--- src/rtl/ball_scheduler_pkg.sv ---
// Shared definitions for the ball sequencer: playfield size in 4-pixel units,
// scan FSM encoding, the per-ball state record and the start formation.
package ball_scheduler_pkg;

   localparam int HPIXELS_4 = 160;
   localparam int VPIXELS_4 = 120;

   typedef enum logic [1:0] {
      S_IDLE   = 2'd0,
      S_FETCH  = 2'd1,
      S_COMMIT = 2'd2,
      S_DONE   = 2'd3
   } state_e;

   // Mutable state of one ball. dir_x: 1 = right, dir_y: 1 = down.
   typedef struct packed {
      logic [7:0] x;
      logic [7:0] y;
      logic       dir_x;
      logic       dir_y;
      logic [1:0] div;
   } ball_t;

   // Start formation: a horizontal row centred on the screen, directions
   // taken from the two low bits of the ball index.
   function automatic ball_t ball_reset(int balls, int i);
      ball_t b;
      b.x     = 8'(HPIXELS_4 / 2 - balls + 2 * i);
      b.y     = 8'(VPIXELS_4 / 2);
      b.dir_x = 1'((i >> 1) & 1);
      b.dir_y = 1'(i & 1);
      b.div   = 2'd0;
      return b;
   endfunction

   // Frame divider reload value; a ball moves every speed+1 frames.
   function automatic logic [1:0] speed_of(int i);
      return 2'(i % 4);
   endfunction

endpackage

--- src/rtl/ball_step.sv ---
// One frame step for a single ball: advance the frame divider and, when it
// wraps, bounce off the walls and move one unit. Shared by all balls.
module ball_step
   import ball_scheduler_pkg::*;
(
   input  logic [7:0] x,
   input  logic [7:0] y,
   input  logic       dir_x,
   input  logic       dir_y,
   input  logic [1:0] speed,
   input  logic [1:0] div,
   input  logic [5:0] wt,
   output logic [7:0] next_x,
   output logic [7:0] next_y,
   output logic       next_dir_x,
   output logic       next_dir_y,
   output logic [1:0] next_div
);

   logic [7:0] wt_ext;
   logic [7:0] lo_lim;
   logic [7:0] x_hi_lim;
   logic [7:0] y_hi_lim;

   // wt <= 63 keeps the far limits positive, so plain 8-bit math suffices.
   assign wt_ext   = {2'b00, wt};
   assign lo_lim   = wt_ext + 8'd1;
   assign x_hi_lim = 8'(HPIXELS_4 - 1) - wt_ext;
   assign y_hi_lim = 8'(VPIXELS_4 - 1) - wt_ext;

   // Divider advance, then direction flip and unit move on wrap.
   // NOTE: every output gets a default first so no path leaves a latch.
   always_comb begin
      next_x     = x;
      next_y     = y;
      next_dir_x = dir_x;
      next_dir_y = dir_y;
      next_div   = div + 2'd1;
      if (div == speed) begin
         next_div = 2'd0;
         // Each flip is gated by the current direction, so the near and far
         // wall tests can never both fire for the same axis.
         if (!dir_x && (x < lo_lim))   next_dir_x = 1'b1;
         if (dir_x  && (x >= x_hi_lim)) next_dir_x = 1'b0;
         if (!dir_y && (y < lo_lim))   next_dir_y = 1'b1;
         if (dir_y  && (y >= y_hi_lim)) next_dir_y = 1'b0;
         next_x = next_dir_x ? x + 8'd1 : x - 8'd1;
         next_y = next_dir_y ? y + 8'd1 : y - 8'd1;
      end
   end

endmodule

--- src/rtl/ball_scheduler.sv ---
// Frame-rate sequencer: on each accepted frame_start, walks every ball
// through the shared step datapath (FETCH then COMMIT per ball) and
// publishes the coordinates straight from the state registers.
module ball_scheduler
   import ball_scheduler_pkg::*;
#(
   parameter int BALLS = 4
) (
   input  logic                 clk,
   input  logic                 reset_n,
   input  logic                 frame_start,
   input  logic                 run,
   input  logic [5:0]           wall_thickness_4,
   output logic [8*BALLS-1:0]   ball_x,
   output logic [8*BALLS-1:0]   ball_y,
   output logic                 busy,
   output logic                 frame_done,
   output logic                 overrun
);

   localparam int IDX_W = (BALLS > 1) ? $clog2(BALLS) : 1;
   localparam logic [IDX_W-1:0] LAST_IDX = IDX_W'(BALLS - 1);

   state_e           state_q, state_d;
   logic [IDX_W-1:0] idx_q;
   logic [5:0]       wt_q;
   ball_t            ball_q [BALLS];
   logic [1:0]       speed [BALLS];
   ball_t            work_q;
   logic [1:0]       work_speed_q;
   ball_t            step_d;
   logic             overrun_q;
   logic             start, fetch, commit, last;

   logic [7:0] step_x, step_y;
   logic       step_dir_x, step_dir_y;
   logic [1:0] step_div;

   for (genvar g = 0; g < BALLS; g++) begin : g_ball
      assign speed[g]          = speed_of(g);
      assign ball_x[8*g +: 8]  = ball_q[g].x;
      assign ball_y[8*g +: 8]  = ball_q[g].y;
   end

   assign last       = (idx_q == LAST_IDX);
   assign busy       = (state_q != S_IDLE);
   assign frame_done = (state_q == S_DONE);
   assign overrun    = overrun_q;

   ball_step u_step (
      .x          (work_q.x),
      .y          (work_q.y),
      .dir_x      (work_q.dir_x),
      .dir_y      (work_q.dir_y),
      .speed      (work_speed_q),
      .div        (work_q.div),
      .wt         (wt_q),
      .next_x     (step_x),
      .next_y     (step_y),
      .next_dir_x (step_dir_x),
      .next_dir_y (step_dir_y),
      .next_div   (step_div)
   );

   assign step_d = '{x: step_x, y: step_y, dir_x: step_dir_x,
                     dir_y: step_dir_y, div: step_div};

   // Scan sequencing: next state plus one-hot control strobes.
   always_comb begin
      state_d = state_q;
      start   = 1'b0;
      fetch   = 1'b0;
      commit  = 1'b0;
      case (state_q)
         S_IDLE: begin
            if (frame_start && run) begin
               start   = 1'b1;
               state_d = S_FETCH;
            end
         end
         S_FETCH: begin
            fetch   = 1'b1;
            state_d = S_COMMIT;
         end
         S_COMMIT: begin
            commit  = 1'b1;
            state_d = last ? S_DONE : S_FETCH;
         end
         S_DONE: state_d = S_IDLE;
         default: state_d = S_IDLE;
      endcase
   end

   // FSM state, scan index, latched wall thickness, working copy, overrun.
   // NOTE: state is updated with <= so every flop samples pre-edge values.
   always_ff @(posedge clk or negedge reset_n) begin
      if (!reset_n) begin
         state_q      <= S_IDLE;
         idx_q        <= '0;
         wt_q         <= '0;
         work_q       <= '0;
         work_speed_q <= '0;
         overrun_q    <= 1'b0;
      end else begin
         state_q <= state_d;
         if (start) begin
            idx_q <= '0;
            wt_q  <= wall_thickness_4;
         end else if (commit && !last) begin
            idx_q <= idx_q + 1'b1;
         end
         if (fetch) begin
            work_q       <= ball_q[idx_q];
            work_speed_q <= speed[idx_q];
         end
         if (frame_start && (state_q != S_IDLE)) overrun_q <= 1'b1;
      end
   end

   // Ball state: start formation on reset, one ball written back per COMMIT.
   // NOTE: this array is a handful of flops, not a RAM, so it is reset like any other state.
   always_ff @(posedge clk or negedge reset_n) begin
      if (!reset_n) begin
         for (int i = 0; i < BALLS; i++) ball_q[i] <= ball_reset(BALLS, i);
      end else if (commit) begin
         for (int i = 0; i < BALLS; i++) begin
            if (idx_q == IDX_W'(i)) ball_q[i] <= step_d;
         end
      end
   end

endmodule

--- config.mk ---
export PLATFORM = sky130hd
export DESIGN_NAME = ball_scheduler
export DESIGN_NICKNAME = d
export VERILOG_FILES = /design/src/rtl/ball_scheduler_pkg.sv /design/src/rtl/ball_step.sv /design/src/rtl/ball_scheduler.sv
export SDC_FILE = /design/constraint.sdc
export NUM_CORES = 1
export LEC_CHECK = 0
export ABC_AREA = 1
export BUFFER_PORTS_ARGS = -buffer_cell sky130_fd_sc_hd__buf_2
export CORE_MARGIN = 1
export CORE_UTILIZATION = 30
export CTS_CLUSTER_DIAMETER = 40
export CTS_CLUSTER_SIZE = 16
export DETAILED_ROUTE_END_ITERATION = 8
export GPL_TIMING_DRIVEN = 1
export PLACE_DENSITY = 0.51
export SLEW_MARGIN = 5
export SYNTH_ARGS = -nofsm -noshare
export SYNTH_HDL_FRONTEND = slang
export SYNTH_SLANG_ARGS = --single-unit
export TNS_END_PERCENT = 20
--- constraint.sdc ---
create_clock -name clk -period 4.6 [get_ports clk]
set_input_delay 0.46 -clock clk [delete_from_list [all_inputs] [get_ports clk]]
set_output_delay 0.46 -clock clk [all_outputs]
set_load 0.1 [all_outputs]
# Word level (Yosys, flattened, before mapping)
# Cells that the tools add are included.
[op_classes]
muxes = 28
eq_ne = 8
addsub = 9
n_bitwise = 1
order_cmp = 5
reduce_logical = 18
[ops]
columns = ["operator", "n"]
rows = [
  ["binary-select mux 20 bit (select 2 bit)", 1],
  ["two-way mux 20 bit", 2],
  ["two-way mux 8 bit", 4],
  ["adder 8 x 1 -> 8 bit (second input constant)", 2],
  ["greater-or-equal comparator 8 bit", 2],
  ["less-than comparator 8 bit", 2],
  ["subtractor 8 x 1 -> 8 bit (second input constant)", 2],
  ["two-way mux 2 bit", 7],
  ["two-way mux 1 bit", 12],
  ["equality test 2 bit (second input constant)", 4],
  ["one-hot mux 2 bit (4 select lines)", 1],
  ["AND reduction 2 bit", 4],
  ["subtractor 7 x 6 -> 8 bit (first input constant)", 1],
  ["subtractor 8 x 6 -> 8 bit (first input constant)", 1],
  ["adder 6 x 1 -> 7 bit (second input constant)", 1],
  ["logical AND 1 bit", 7],
  ["adder 2 x 1 -> 2 bit (second input constant)", 2],
  ["binary-select mux 2 bit (select 2 bit)", 1],
  ["equality test 2 x 1 -> 1 bit (second input constant)", 2],
  ["logical NOT 2 bit", 2],
  ["nonzero test 2 bit", 2],
  ["greater-or-equal comparator 3 bit (second input constant)", 1],
  ["logical NOT 1 bit", 3],
  ["NOT 2 -> 3 bit", 1],
  ["2 further kinds", 2],
]
[totals]
reg_bits = 113
wordCells = 99
in_bits = 10
output_inout_bits = 67

# Logic depth before layout (Yosys ltp)
# Gate-level depths: netlist of run 1.
[depth]
word_depth = 8
ltp_mapped = 25
ltp_nobuf = 25

# By module
# A second synthesis of run 1 with hierarchy kept.
[hier_totals]
cells_unflattened = 947
hier_area_um2 = 7056.8
[modules_own_cells]
columns = ["module", "seq_area_each_um2", "n_inst", "cells_per_inst", "area_per_inst_um2"]
rows = [
  ["ball_scheduler", 2867.8, 1, 687, 5472.7],
  ["ball_step", 0.0, 1, 260, 1584.0],
]

# Worst setup path before layout of run 1
# Ideal clock, no wire load.
[synth_path]
path_type = "reg2reg"
from = "register wt_q[2]"
to = "register ball_q (netlist bit ball_y[22])"
setup_time_ps = 126
stages_incl_launch_ff = 22
synth_period_minus_slack_ps = 3039
path_slack_ps = 1561
t_arrival_ps = 2912
required_time_ps = 4474
path_buffers = 0
cell_sequence = "dfrtp_1 nand2_2 nor2_4 xor2_1 ha_1 a21oi_1 nand2_1 nand2_1 nand3_1 nand2_1 nand2_2 and2_4 fa_1 a21oi_1 o21ai_1 nand2_1 nand2_1 a21oi_1 or2_0 nand3_1 nand3_1 o21ai_0"
[synth_via]
elab_chain_len = 8
word_cells_on_any_way = 11
cone_classes = "add/sub (2); order compare (2); mux (5); reduce/logical (2)"
[synth_lines]
columns = ["element", "line_no", "rtl"]
rows = [
  ["from (decl)", "ball_scheduler.sv:26", "logic [5:0] wt_q;"],
  ["from (signal assigned)", "ball_scheduler.sv:108", "wt_q <= wall_thickness_4;"],
  ["adder 6 x 1 -> 7 bit", "ball_step.sv:27", "assign lo_lim = wt_ext + 8'd1;"],
  ["less-than comparator 8 bit", "ball_step.sv:45", "if (!dir_y && (y < lo_lim)) next_dir_y = 1'b1;"],
  ["logical AND 1 bit", "ball_step.sv:45", ""],
  ["two-way mux 1 bit", "ball_step.sv:45", ""],
  ["two-way mux 1 bit *", "ball_step.sv:46", "if (dir_y && (y >= y_hi_lim)) next_dir_y = 1'b0;"],
  ["two-way mux 1 bit *", "ball_step.sv:39", "if (div == speed) begin"],
  ["two-way mux 8 bit *", "ball_step.sv:48", "next_y = next_dir_y ? y + 8'd1 : y - 8'd1;"],
  ["two-way mux 8 bit *", "ball_step.sv:39", ""],
  ["to (signal, indexed assignment)", "ball_scheduler.sv:127", "if (idx_q == IDX_W'(i)) ball_q[i] <= step_d;"],
  ["to (decl)", "ball_scheduler.sv:27", "ball_t ball_q [BALLS];"],
]
# Mark *: on every way between the ends. The rest lies on a longest branch, timed or not. The select of a mux whose other input is x is not followed.
# A chain may end at the register's enable or synchronous reset.

# Worst setup path after layout of run 1
# Ends and elaborated chain as after synthesis.

==> results of run 1 <==
==> flip-flops by register name, summed over array words and instances (netlist names) <==
register	flops
idx_q	2
ball_y	32
wt_q	6
state_q	2
ball_q	16
ball_x	32
work_speed_q	2
overrun	1
work_q	20
==> layout make-up <==
cell class | instances | area [um2]
Tap cell | 280 | 350
Fill cell | 2313 | 14400
Timing Repair Buffer | 88 | 475
Multi-Input combinational cell | 582 | 3120
Sequential cell | 113 | 2870
Clock inverter | 10 | 183
Inverter | 60 | 225
Clock buffer | 22 | 464
==> path summary, 6_finish.rpt <==
path | slack [ns] | to | cells past startpoint | start
max | 1.14 | ball_y[22] | 21 | wt_q[2]
min | 0.25 | wt_q[4] | 3 | wall_thickness_4[4]
max in group asynchronous | 3.06 | work_q[15] | 3 | reset_n
min in group asynchronous | 0.47 | wt_q[0] | 2 | reset_n
min reg2reg | 0.45 | overrun | 1 | overrun
max reg2reg | 1.14 | ball_y[22] | 21 | wt_q[2]
==> metrics by stage <==
stage               area (um2)  worst slack (ns)   util
floorplan                 6830              1.56      -
global placement          7030              1.22  0.318
detailed placement        7030              1.19  0.318
CTS                       7690              1.14  0.348
global route              7690             0.754  0.348
finish                    7690              1.14  0.348
==> worst register-to-register path: cells and delay by family (launching register included) <==
| kind | cells | cell delay (ns) |
|---|---|---|
| simple gates | 13 | 1.26 |
| fa+ha+maj | 2 | 0.69 |
| compound gates | 5 | 0.61 |
| flops | 1 | 0.50 |
| xor+xnor | 1 | 0.22 |
==> cell families (layout without fill, tap and decap cells) <==
kind of cell | Yosys count | in the layout | synth area share
buffers and inverters | 156 | 180 | 0.123
AO/OA/AOI/OAI | 187 | 187 | 0.146
flip-flops | 113 | 113 | 0.420
AND/OR/NAND/NOR | 334 | 334 | 0.205
adder cells (fa/ha/maj) | 48 | 48 | 0.0901
XOR/XNOR | 13 | 13 | 0.0167
==> Yosys cell counts <==
cell                       number
sky130_fd_sc_hd__fa_1           2
sky130_fd_sc_hd__o21ai_1       19
sky130_fd_sc_hd__dfrtp_1       81
sky130_fd_sc_hd__o21a_1         2
sky130_fd_sc_hd__o21ai_2        6
sky130_fd_sc_hd__clkbuf_1      28
sky130_fd_sc_hd__a21oi_1       27
sky130_fd_sc_hd__or2_1          3
sky130_fd_sc_hd__xor2_1         7
sky130_fd_sc_hd__a211oi_1       1
sky130_fd_sc_hd__o22ai_1       15
sky130_fd_sc_hd__buf_1          1
sky130_fd_sc_hd__xnor2_1        6
sky130_fd_sc_hd__buf_4         65
sky130_fd_sc_hd__and2_4         1
sky130_fd_sc_hd__inv_1         54
sky130_fd_sc_hd__nor2_4         2
sky130_fd_sc_hd__nand2_2       10
sky130_fd_sc_hd__clkinv_1       4
sky130_fd_sc_hd__inv_2          2
sky130_fd_sc_hd__buf_6          1
sky130_fd_sc_hd__o21ai_0      109
sky130_fd_sc_hd__nand2_1      208
sky130_fd_sc_hd__a31oi_1        6
sky130_fd_sc_hd__nand3_1       28
sky130_fd_sc_hd__or2_0          2
sky130_fd_sc_hd__nand3_2        5
sky130_fd_sc_hd__ha_1          46
sky130_fd_sc_hd__nor3_1         2
sky130_fd_sc_hd__nand4_1        7
sky130_fd_sc_hd__nor2_1        66
sky130_fd_sc_hd__dfstp_2       32
sky130_fd_sc_hd__buf_2          1
sky130_fd_sc_hd__a21o_1         2
==> what timing repair did <==
| item | CTS | global route |
|---|---|---|
| endpoints found under the setup margin | 0 | 0 |
| hold buffers | 1 | 0 |
| buffers inserted | 0 | 0 |
| hold endpoints to repair | 10 | 0 |
==> metal layers <==
metal / GRT usage / part of all wire / wire length (um)
met5: 0 / 0 / 0
met4: 0.0510 / 0.011 / 208
met3: 0.0309 / 0.033 / 615
met1: 0.229 / 0.48 / 9040
met2: 0.280 / 0.48 / 8940
==> impl_table.tex, run 1 <==
\begin{tabular}{lr}
\hline
Metric & Value \\
\hline
\multicolumn{2}{l}{\textbf{Run status}} \\
\quad Status & completed \\
\multicolumn{2}{l}{\textbf{Floorplanning}} \\
\quad Boundary pin count & 77 \\
\quad Horizontal extent of the die & 153 um \\
\quad Die Area & 0.0234 mm2 \\
\quad Effective utilization at floorplan & 0.309 \\
\quad Area of the core & 0.0221 mm2 \\
\quad Number of standard-cell rows in the floorplan & 54 \\
\quad Die Height & 153 um \\
\multicolumn{2}{l}{\textbf{STA}} \\
\quad RSZ-0062 raised after global routing & false \\
\quad Slew Viols, Final & 0 \\
\quad Final Skew & 0.0213 ns \\
\quad Worst slew margin relative to its limit & 0.507 \\
\quad Setup total negative slack & 0 ns \\
\quad Final-report hold violation count & 0 \\
\quad Slew at the pin closest to its max-slew limit & 0.740 ns \\
\quad Final number of setup-violating endpoints & 0 \\
\quad Post-route clock period utilization & 0.752 \\
\quad Worst Hold Slack & 0.246 ns \\
\quad Time the worst path needs with I/O delays and setup & 3.46 ns \\
\quad Maximum clock rate & 289 MHz \\
\multicolumn{2}{l}{\textbf{Logic synthesis}} \\
\quad Cell accounting for the most synthesized area & sky130\_fd\_sc\_hd\_\_dfrtp\_1 \\
\quad Share of Yosys cell area claimed by the top area cell type & 0.297 \\
\quad Total nets after synthesis & 909 \\
\quad Cells after synthesis & 851 \\
\quad Number of warnings issued by yosys & 0 \\
\quad Seq/Total Area, Yosys & 0.420 \\
\quad Synthesized area divided by synthesized cell count & 8.03 um2 \\
\quad Flop and latch count out of synthesis & 113 \\
\quad Number of distinct library cells after synthesis & 34 \\
\quad Area of the mapped netlist & 0.00683 mm2 \\
\quad Top cells by area in the synthesized netlist & sky130\_fd\_sc\_hd\_\_dfrtp\_1, sky130\_fd\_sc\_hd\_\_dfstp\_2, sky130\_fd\_sc\_hd\_\_nand2\_1 \\
\multicolumn{2}{l}{\textbf{Critical path}} \\
\quad Kind of cell with the highest combined delay on the critical path & simple AND/OR/NAND/NOR gates \\
\quad Required time worst endpoint & 4.88 ns \\
\quad Delay of the slowest critical-path stage & 0.50 ns \\
\quad WP data arrival & 3.74 ns \\
\quad CP bufs+invs & 0 \\
\quad Class of the most critical setup path & flop to flop \\
\quad Worst path cell trace & nand2\_2 -> nor2\_4 -> xor2\_1 -> ha\_1 -> a21oi\_1 -> nand2\_1 -> nand2\_1 -> nand3\_1 -> nand2\_1 -> nand2\_2 -> and2\_4 -> fa\_1 -> a21oi\_1 -> o21ai\_1 -> nand2\_1 -> nand2\_1 -> a21oi\_1 -> or2\_0 -> nand3\_1 -> nand3\_1 -> o21ai\_0 \\
\quad Peak fanout along the critical path & 9 \\
\quad Top cell by count, worst path & sky130\_fd\_sc\_hd\_\_nand2\_1 \\
\quad Sort of element at the end of the critical path & flop \\
\quad Critical-path top delay cell & sky130\_fd\_sc\_hd\_\_dfrtp\_1 \\
\quad Startpoint types & flop \\
\multicolumn{2}{l}{\textbf{GRT}} \\
\quad Global route overflow & 0 \\
\quad Vias in the first global route & 5342 \\
\quad Antenna violations before repair & 0 \\
\quad Maximum number of pins on one net before global-route repair & 57 \\
\quad Total GRT Usage & 0.171 \\
\quad First-pass GRT wire length & 30.7 mm \\
\multicolumn{2}{l}{\textbf{Clock network}} \\
\quad Latest clock arrival within the worst-skew pair & 0.43 ns \\
\quad \# H-tree levels & 4 \\
\quad Clock transition time at the flip-flop clock pins of the worst setup and hold paths & 0.06 ns \\
\quad Gates resized, CTS repair & 0 \\
\quad Max Buffers Root-to-Sink & 2 \\
\quad CTS tree & done \\
\quad Number of clock sinks & 113 \\
\quad Clock Tree Root & sky130\_fd\_sc\_hd\_\_clkbuf\_16 \\
\quad Total CTS buffers & 17 \\
\multicolumn{2}{l}{\textbf{Placement}} \\
\quad GPL Wtd Cong & 0.865 \\
\quad HPWL Detailed & 13.2 mm \\
\quad Port Buf Inserts & 76 \\
\quad Placed Cells & 1122 \\
\multicolumn{2}{l}{\textbf{Final layout}} \\
\quad Area growth from synthesis to final layout & 12.6\% \\
\quad Most common cell after layout, fill and taps aside & sky130\_fd\_sc\_hd\_\_nand2\_1 \\
\quad Highest-count cells in the layout ignoring fill and taps & sky130\_fd\_sc\_hd\_\_nand2\_1, sky130\_fd\_sc\_hd\_\_o21ai\_0, sky130\_fd\_sc\_hd\_\_dfrtp\_1 \\
\quad NumNets Final & 920 \\
\quad Share of layout cells above drive strength 1 & 0.199 \\
\quad Final std cells w/o fill & 1155 \\
\quad N\_diodes & 0 \\
\multicolumn{2}{l}{\textbf{Detailed routing}} \\
\quad Remaining design rule violation count & 0 \\
\quad Detailed router's first-iteration violation count & 344 \\
\quad Post-DR wirelength/cell & 16.3 um \\
\quad Total vias in the final route & 5503 \\
\quad Vias per cell & 4.76 \\
\quad Drt pass-1 iters & 5 \\
\quad Antenna-violating nets left & 0 \\
\quad Wire length reported by the detailed router & 18.8 mm \\
\multicolumn{2}{l}{\textbf{Job}} \\
\quad Number of max-capacitance violations reported & 0 \\
\multicolumn{2}{l}{\textbf{Min path}} \\
\quad Min-Delay Path Class & input port to flop \\
\hline
\end{tabular}
Power of run 1 is not shown: default switching activity piles up to over one toggle a cycle in this logic, so the estimate is an artifact.
==> inputs of run 2 (changes only) <==
==> constraint.sdc (replaced) <==
create_clock -name clk -period 3.2 [get_ports clk]
set_input_delay 0.32 -clock clk [delete_from_list [all_inputs] [get_ports clk]]
set_output_delay 0.32 -clock clk [all_outputs]
set_load 0.1 [all_outputs]
==> impl_table.tex, run 2 (synthesis results as in run 1) <==
\begin{tabular}{lr}
\hline
Metric & Value \\
\hline
\multicolumn{2}{l}{\textbf{STA}} \\
\quad Final-report hold violation count & 0 (unchanged) \\
\quad Slew at the pin closest to its max-slew limit & 0.760 ns (+0.0205 ns) \\
\quad Slew Viols, Final & 0 (unchanged) \\
\quad RSZ-0062 raised after global routing & true \\
\quad Final Skew & 0.0112 ns (-0.0102 ns) \\
\quad Time the worst path needs with I/O delays and setup & 3.26 ns (-0.205 ns) \\
\quad Maximum clock rate & 307 MHz (+6.3\%) \\
\quad Worst Hold Slack & 0.104 ns (-0.142 ns) \\
\quad Setup total negative slack & -0.366 ns (-0.366 ns) \\
\quad Worst slew margin relative to its limit & 0.493 (-0.0142) \\
\quad Setup slack of the critical path after layout & -0.0554 ns (-1.19 ns) \\
\quad Post-route clock period utilization & 1.02 (+0.265) \\
\quad Final number of setup-violating endpoints & 12 (+12) \\
\multicolumn{2}{l}{\textbf{Clock network}} \\
\quad Latest clock arrival within the worst-skew pair & 0.42 ns (about the same) \\
\quad Clock transition time at the flip-flop clock pins of the worst setup and hold paths & 0.06 ns (about the same) \\
\quad CTS tree & done \\
\quad \# H-tree levels & 4 (unchanged) \\
\quad Total CTS buffers & 17 (unchanged) \\
\quad Number of clock sinks & 113 (unchanged) \\
\quad Clock Tree Root & sky130\_fd\_sc\_hd\_\_clkbuf\_16 \\
\quad Max Buffers Root-to-Sink & 2 (unchanged) \\
\multicolumn{2}{l}{\textbf{Final layout}} \\
\quad Most common cell after layout, fill and taps aside & sky130\_fd\_sc\_hd\_\_nand2\_1 \\
\quad N\_diodes & 0 (unchanged) \\
\quad Area growth from synthesis to final layout & 21.3\% \\
\quad NumNets Final & 962 (+4.6\%) \\
\quad Share of the core filled with cells & 0.375 (+0.0270) \\
\quad Highest-count cells in the layout ignoring fill and taps & sky130\_fd\_sc\_hd\_\_nand2\_1, sky130\_fd\_sc\_hd\_\_o21ai\_0, sky130\_fd\_sc\_hd\_\_dfrtp\_1 \\
\quad Share of layout cells above drive strength 1 & 0.289 (+0.0901) \\
\multicolumn{2}{l}{\textbf{Detailed routing}} \\
\quad Detailed router's first-iteration violation count & 348 (+1.2\%) \\
\quad Post-DR wirelength/cell & 16.1 um (-0.86\%) \\
\quad Vias per cell & 4.76 (-0.19\%) \\
\quad Total vias in the final route & 5692 (+3.4\%) \\
\quad Wire length reported by the detailed router & 19.3 mm (+2.7\%) \\
\quad Remaining design rule violation count & 0 (unchanged) \\
\quad Antenna-violating nets left & 0 (unchanged) \\
\quad Drt pass-1 iters & 5 (unchanged) \\
\multicolumn{2}{l}{\textbf{Placement}} \\
\quad Port Buf Inserts & 76 (unchanged) \\
\quad Worst setup slack after placement & -0.142 ns (-1.34 ns) \\
\quad GPL Wtd Cong & 0.893 (+3.2\%) \\
\quad HPWL Detailed & 13.3 mm (+0.94\%) \\
\multicolumn{2}{l}{\textbf{Critical path}} \\
\quad Peak fanout along the critical path & 4 (-5) \\
\quad WP data arrival & 3.55 ns (-0.19 ns) \\
\quad Class of the most critical setup path & flop to flop \\
\quad Required time worst endpoint & 3.49 ns (-1.39 ns) \\
\quad Sort of element at the end of the critical path & flop \\
\quad Startpoint types & flop \\
\multicolumn{2}{l}{\textbf{GRT}} \\
\quad First-pass GRT wire length & 31.2 mm (+1.6\%) \\
\quad Maximum number of pins on one net before global-route repair & 78 (+37\%) \\
\quad Total GRT Usage & 0.174 (+0.00300) \\
\quad Vias in the first global route & 5636 (+5.5\%) \\
\quad Global route overflow & 0 (unchanged) \\
\quad Antenna violations before repair & 0 (unchanged) \\
\multicolumn{2}{l}{\textbf{Job}} \\
\quad Number of max-capacitance violations reported & 0 (unchanged) \\
\multicolumn{2}{l}{\textbf{Floorplanning}} \\
\quad Boundary pin count & 77 (unchanged) \\
\quad Die Area & 0.0234 mm2 (unchanged) \\
\quad Number of standard-cell rows in the floorplan & 54 (unchanged) \\
\quad Die Height & 153 um (unchanged) \\
\quad Horizontal extent of the die & 153 um (unchanged) \\
\quad Area of the core & 0.0221 mm2 (unchanged) \\
\quad Effective utilization at floorplan & 0.309 (unchanged) \\
\multicolumn{2}{l}{\textbf{Run status}} \\
\quad Failing checks & setup timing \\
\quad Status & complete, but fails checks \\
\multicolumn{2}{l}{\textbf{Min path}} \\
\quad Min-Delay Path Class & input port to flop \\
\hline
\end{tabular}
==> run 2: changes by cell type in the layout (fill, tap and decap cells not counted), sizes merged <==
cell and change:
buf +42, bufinv -1, clkinv +1
==> run 2: what timing repair did <==
| action | in CTS | in global routing |
|---|---|---|
| endpoints found under the setup margin | 24 | 44 |
| pin swaps | 2 | 17 |
| cloned | 0 | 0 |
| hold buffers | 1 | 0 |
| resized for setup | 13 | 45 |
| setup buffers | 1 | 4 |
| endpoints found under the hold margin | 26 | 0 |
==> run 2: layer usage <==
| layer | vias up | global-route usage | routed length [um] |
|---|---|---|---|
| li1 | 2844 | - | - |
| met1 | 2734 | 0.226 | 9110 |
| met2 | 100 | 0.290 | 9440 |
| met3 | 14 | 0.0343 | 510 |
| met4 | 0 | 0.0558 | 260 |
| met5 | - | 0 | 0 |
==> run 2: final cells by class <==
type	count	area [um2]
clock buffer	22	464
clock inverter	10	158
inverter	60	225
timing repair buffer	130	807
multi-input combinational	582	3410
tap	280	350
sequential	113	2870
fill	2280	13800
==> run 2: final timing paths <==
check / end / from / slack (ns) / cells after the start
max: ball_y[22] / wt_q[1] / -0.06 / 21
min: wt_q[4] / wall_thickness_4[4] / 0.10 / 3
max in group asynchronous: ball_q[3] / reset_n / 1.95 / 3
min in group asynchronous: overrun / reset_n / 0.40 / 2
min reg2reg: overrun / overrun / 0.45 / 1
max reg2reg: ball_y[22] / wt_q[1] / -0.06 / 21
==> run 2: per-stage QoR <==
step / instances / instance area [um2]
finish: 1197 / 8290
global route: 1197 / 8290
CTS: 1193 / 8050
detailed placement: 1159 / 7320
global placement: 1159 / 7320
floorplan: 851 / 6830
==> run 2: worst max-delay path: stages, from the launching register on <==
cell                      delay (ns)
sky130_fd_sc_hd__dfrtp_2        0.41
sky130_fd_sc_hd__nand2_2        0.08
sky130_fd_sc_hd__nor2_4         0.18
sky130_fd_sc_hd__xor2_4         0.21
sky130_fd_sc_hd__ha_4           0.24
sky130_fd_sc_hd__a21oi_2        0.13
sky130_fd_sc_hd__nand2_1        0.06
sky130_fd_sc_hd__nand2_1        0.05
sky130_fd_sc_hd__nand3_1        0.07
sky130_fd_sc_hd__nand2_1        0.09
sky130_fd_sc_hd__nand2_2        0.06
sky130_fd_sc_hd__and2_4         0.17
sky130_fd_sc_hd__fa_2           0.38
sky130_fd_sc_hd__a21oi_2        0.17
sky130_fd_sc_hd__o21ai_2        0.08
sky130_fd_sc_hd__nand2_2        0.09
sky130_fd_sc_hd__nand2_2        0.06
sky130_fd_sc_hd__a21oi_2        0.14
sky130_fd_sc_hd__or2_0          0.14
sky130_fd_sc_hd__nand3_2        0.12
sky130_fd_sc_hd__nand3_2        0.14
sky130_fd_sc_hd__o21ai_2        0.06
Power of run 2 is left out for the same reason.
==> inputs of run 3 (changes only) <==
--- a/config.mk
+++ b/config.mk
@@ -7,13 +7,15 @@
 export LEC_CHECK = 0
 export ABC_AREA = 1
 export BUFFER_PORTS_ARGS = -buffer_cell sky130_fd_sc_hd__buf_2
+export CELL_PAD_IN_SITES_DETAIL_PLACEMENT = 1
+export CELL_PAD_IN_SITES_GLOBAL_PLACEMENT = 1
 export CORE_MARGIN = 1
 export CORE_UTILIZATION = 30
 export CTS_CLUSTER_DIAMETER = 40
 export CTS_CLUSTER_SIZE = 16
 export DETAILED_ROUTE_END_ITERATION = 8
 export GPL_TIMING_DRIVEN = 1
-export PLACE_DENSITY = 0.51
+export PLACE_DENSITY = 0.63
 export SLEW_MARGIN = 5
 export SYNTH_ARGS = -nofsm -noshare
 export SYNTH_HDL_FRONTEND = slang
==> impl_table.tex, run 3 (synthesis results as in run 1) <==
\begin{tabular}{lr}
\hline
Metric & Value \\
\hline
\multicolumn{2}{l}{\textbf{Run status}} \\
\quad Status & complete, but fails checks \\
\quad Failing checks & setup timing \\
\multicolumn{2}{l}{\textbf{Clock network}} \\
\quad Number of clock sinks & 113 (unchanged) \\
\quad Clock Tree Root & sky130\_fd\_sc\_hd\_\_clkbuf\_16 \\
\quad Max Buffers Root-to-Sink & 2 (unchanged) \\
\quad \# H-tree levels & 4 (unchanged) \\
\quad Latest clock arrival within the worst-skew pair & 0.42 ns (about the same) \\
\quad Clock transition time at the flip-flop clock pins of the worst setup and hold paths & 0.06 ns (about the same) \\
\quad Total CTS buffers & 17 (unchanged) \\
\quad CTS tree & done \\
\multicolumn{2}{l}{\textbf{STA}} \\
\quad Slew at the pin closest to its max-slew limit & 0.717 ns (-0.0431 ns) \\
\quad Final Skew & 0.0152 ns (+0.00401 ns) \\
\quad RSZ-0062 raised after global routing & true \\
\quad Setup total negative slack & -1.59 ns (-1.22 ns) \\
\quad Maximum clock rate & 299 MHz (-2.6\%) \\
\quad Worst slew margin relative to its limit & 0.521 (+0.0286) \\
\quad Setup slack of the critical path after layout & -0.143 ns (-0.0874 ns) \\
\quad Worst Hold Slack & 0.102 ns (-0.00238 ns) \\
\quad Slew Viols, Final & 0 (unchanged) \\
\quad Time the worst path needs with I/O delays and setup & 3.34 ns (+0.0874 ns) \\
\quad Final-report hold violation count & 0 (unchanged) \\
\quad Final number of setup-violating endpoints & 22 (+10) \\
\quad Post-route clock period utilization & 1.04 (+0.0273) \\
\multicolumn{2}{l}{\textbf{Critical path}} \\
\quad Peak fanout along the critical path & 5 (+1) \\
\quad Startpoint types & flop \\
\quad Reg2reg end & ball\_y[22] \\
\quad Worst r2r src & wt\_q[4] \\
\quad Class of the most critical setup path & flop to flop \\
\quad Path depth of the worst reg2reg path & 19 (-9.5\%) \\
\quad WP data arrival & 3.63 ns (+0.08 ns) \\
\quad Required time worst endpoint & 3.49 ns (about the same) \\
\quad Worst R2R Setup Slack & -0.14 ns (-0.09 ns) \\
\quad Sort of element at the end of the critical path & flop \\
\multicolumn{2}{l}{\textbf{GRT}} \\
\quad Global route overflow & 0 (unchanged) \\
\quad First-pass GRT wire length & 34.9 mm (+12\%) \\
\quad Maximum number of pins on one net before global-route repair & 49 (-37\%) \\
\quad Vias in the first global route & 6386 (+13\%) \\
\quad Total GRT Usage & 0.193 (+0.0186) \\
\quad Antenna violations before repair & 0 (unchanged) \\
\multicolumn{2}{l}{\textbf{Floorplanning}} \\
\quad Effective utilization at floorplan & 0.309 (unchanged) \\
\quad Horizontal extent of the die & 153 um (unchanged) \\
\quad Boundary pin count & 77 (unchanged) \\
\quad Number of standard-cell rows in the floorplan & 54 (unchanged) \\
\quad Die Area & 0.0234 mm2 (unchanged) \\
\quad Die Height & 153 um (unchanged) \\
\quad Area of the core & 0.0221 mm2 (unchanged) \\
\multicolumn{2}{l}{\textbf{Detailed routing}} \\
\quad Met3 routed WL & 668 um (+31\%) \\
\quad Post-DR wirelength/cell & 17.8 um (+10\%) \\
\quad Drt pass-1 iters & 4 (-1) \\
\quad Total routed wire length on the met1 layer & 9.81 mm (+7.7\%) \\
\quad Total vias in the final route & 5921 (+4.0\%) \\
\quad Detailed router's first-iteration violation count & 233 (-33\%) \\
\quad Met2 wire len & 10.8 mm (+15\%) \\
\quad Wire length reported by the detailed router & 21.6 mm (+12\%) \\
\quad Highest Signal Layer & met4 \\
\quad Antenna-violating nets left & 0 (unchanged) \\
\quad Remaining design rule violation count & 0 (unchanged) \\
\quad Vias per cell & 4.88 (+2.7\%) \\
\multicolumn{2}{l}{\textbf{Min path}} \\
\quad Min-Delay Path Class & input port to flop \\
\quad Hold Path Origin & wall\_thickness\_4[4] \\
\quad End point of the most critical hold path & wt\_q[4] \\
\quad Depth of the worst hold-timing path & 3 (unchanged) \\
\multicolumn{2}{l}{\textbf{Final layout}} \\
\quad Final std cells w/o fill & 1213 (+1.3\%) \\
\quad Share of the core filled with cells & 0.382 (+0.00736) \\
\quad Highest-count cells in the layout ignoring fill and taps & sky130\_fd\_sc\_hd\_\_nand2\_1, sky130\_fd\_sc\_hd\_\_o21ai\_0, sky130\_fd\_sc\_hd\_\_dfrtp\_1 \\
\quad Most common cell after layout, fill and taps aside & sky130\_fd\_sc\_hd\_\_nand2\_1 \\
\quad Area growth from synthesis to final layout & 23.7\% \\
\quad Fill cells & 2687 (+18\%) \\
\quad N\_diodes & 0 (unchanged) \\
\quad NumNets Final & 978 (+1.7\%) \\
\quad Share of layout cells above drive strength 1 & 0.313 (+0.0240) \\
\multicolumn{2}{l}{\textbf{Placement}} \\
\quad HPWL Detailed & 14.9 mm (+12\%) \\
\quad Port Buf Inserts & 76 (unchanged) \\
\quad GPL Wtd Cong & 0.798 (-11\%) \\
\quad Placed Cells & 1168 (+0.78\%) \\
\multicolumn{2}{l}{\textbf{Job}} \\
\quad Number of max-capacitance violations reported & 0 (unchanged) \\
\hline
\end{tabular}
[run 3: worst max-delay path by stage]
stage,cells after the start,endpoint,slack [ns],start
global route,23,ball_y[22],-0.39,wt_q[1]
CTS,21,ball_y[14],-0.06,wt_q[1]
finish,19,ball_y[22],-0.14,wt_q[4]
detailed placement,22,ball_y[22],-0.28,wt_q[0]
floorplan,21,ball_y[22],0.16,wt_q[2]
global placement,22,ball_y[22],-0.17,wt_q[1]
[run 3: cell type report]
class | instances | area [um2] | share of cell area
Clock inverter | 13 | 153 | 0.0181
Inverter | 60 | 228 | 0.0270
Timing Repair Buffer | 146 | 930 | 0.110
Tap cell | 280 | 350 | 0.0415
Clock buffer | 19 | 453 | 0.0536
Multi-Input combinational cell | 582 | 3470 | 0.410
Sequential cell | 113 | 2870 | 0.340
[run 3: timing repair]
action                     4_1_cts  5_1_grt
resized for setup               32       55
pin swaps                       10       33
setup buffers                    7        5
setup endpoints to repair       40       49
hold buffers                     1        0
hold endpoints to repair        32        0
[run 3: metal layers]
layer  up-vias  track usage
li1       2872            -
met1      2942        0.243
met2        87        0.340
met3        20       0.0312
met4         0       0.0495
met5         -            0
[run 3: metrics by stage]
stage / setup WS, ns / area (um2)
finish: -0.143 / 8450
global route: -0.388 / 8450
CTS: -0.0642 / 8210
detailed placement: -0.278 / 7380
global placement: -0.167 / 7380
floorplan: 0.161 / 6830
[run 3: worst max-delay path: stages (launching register included)]
cell and delay, ns:
sky130_fd_sc_hd__dfrtp_1 0.41, sky130_fd_sc_hd__buf_4 0.17, sky130_fd_sc_hd__ha_1 0.30, sky130_fd_sc_hd__ha_1 0.29, sky130_fd_sc_hd__nand2_1 0.07, sky130_fd_sc_hd__nor2_2 0.12
sky130_fd_sc_hd__nand4_1 0.11, sky130_fd_sc_hd__nand4_1 0.12, sky130_fd_sc_hd__and2_4 0.21, sky130_fd_sc_hd__buf_4 0.13, sky130_fd_sc_hd__ha_4 0.21, sky130_fd_sc_hd__a21oi_2 0.14
sky130_fd_sc_hd__o21ai_2 0.08, sky130_fd_sc_hd__nand2_2 0.09, sky130_fd_sc_hd__nand2_2 0.06, sky130_fd_sc_hd__a21oi_2 0.16, sky130_fd_sc_hd__or2_0 0.14, sky130_fd_sc_hd__nand3_2 0.16
sky130_fd_sc_hd__nand3_2 0.14, sky130_fd_sc_hd__o21ai_1 0.07
Power of run 3 is left out for the same reason.
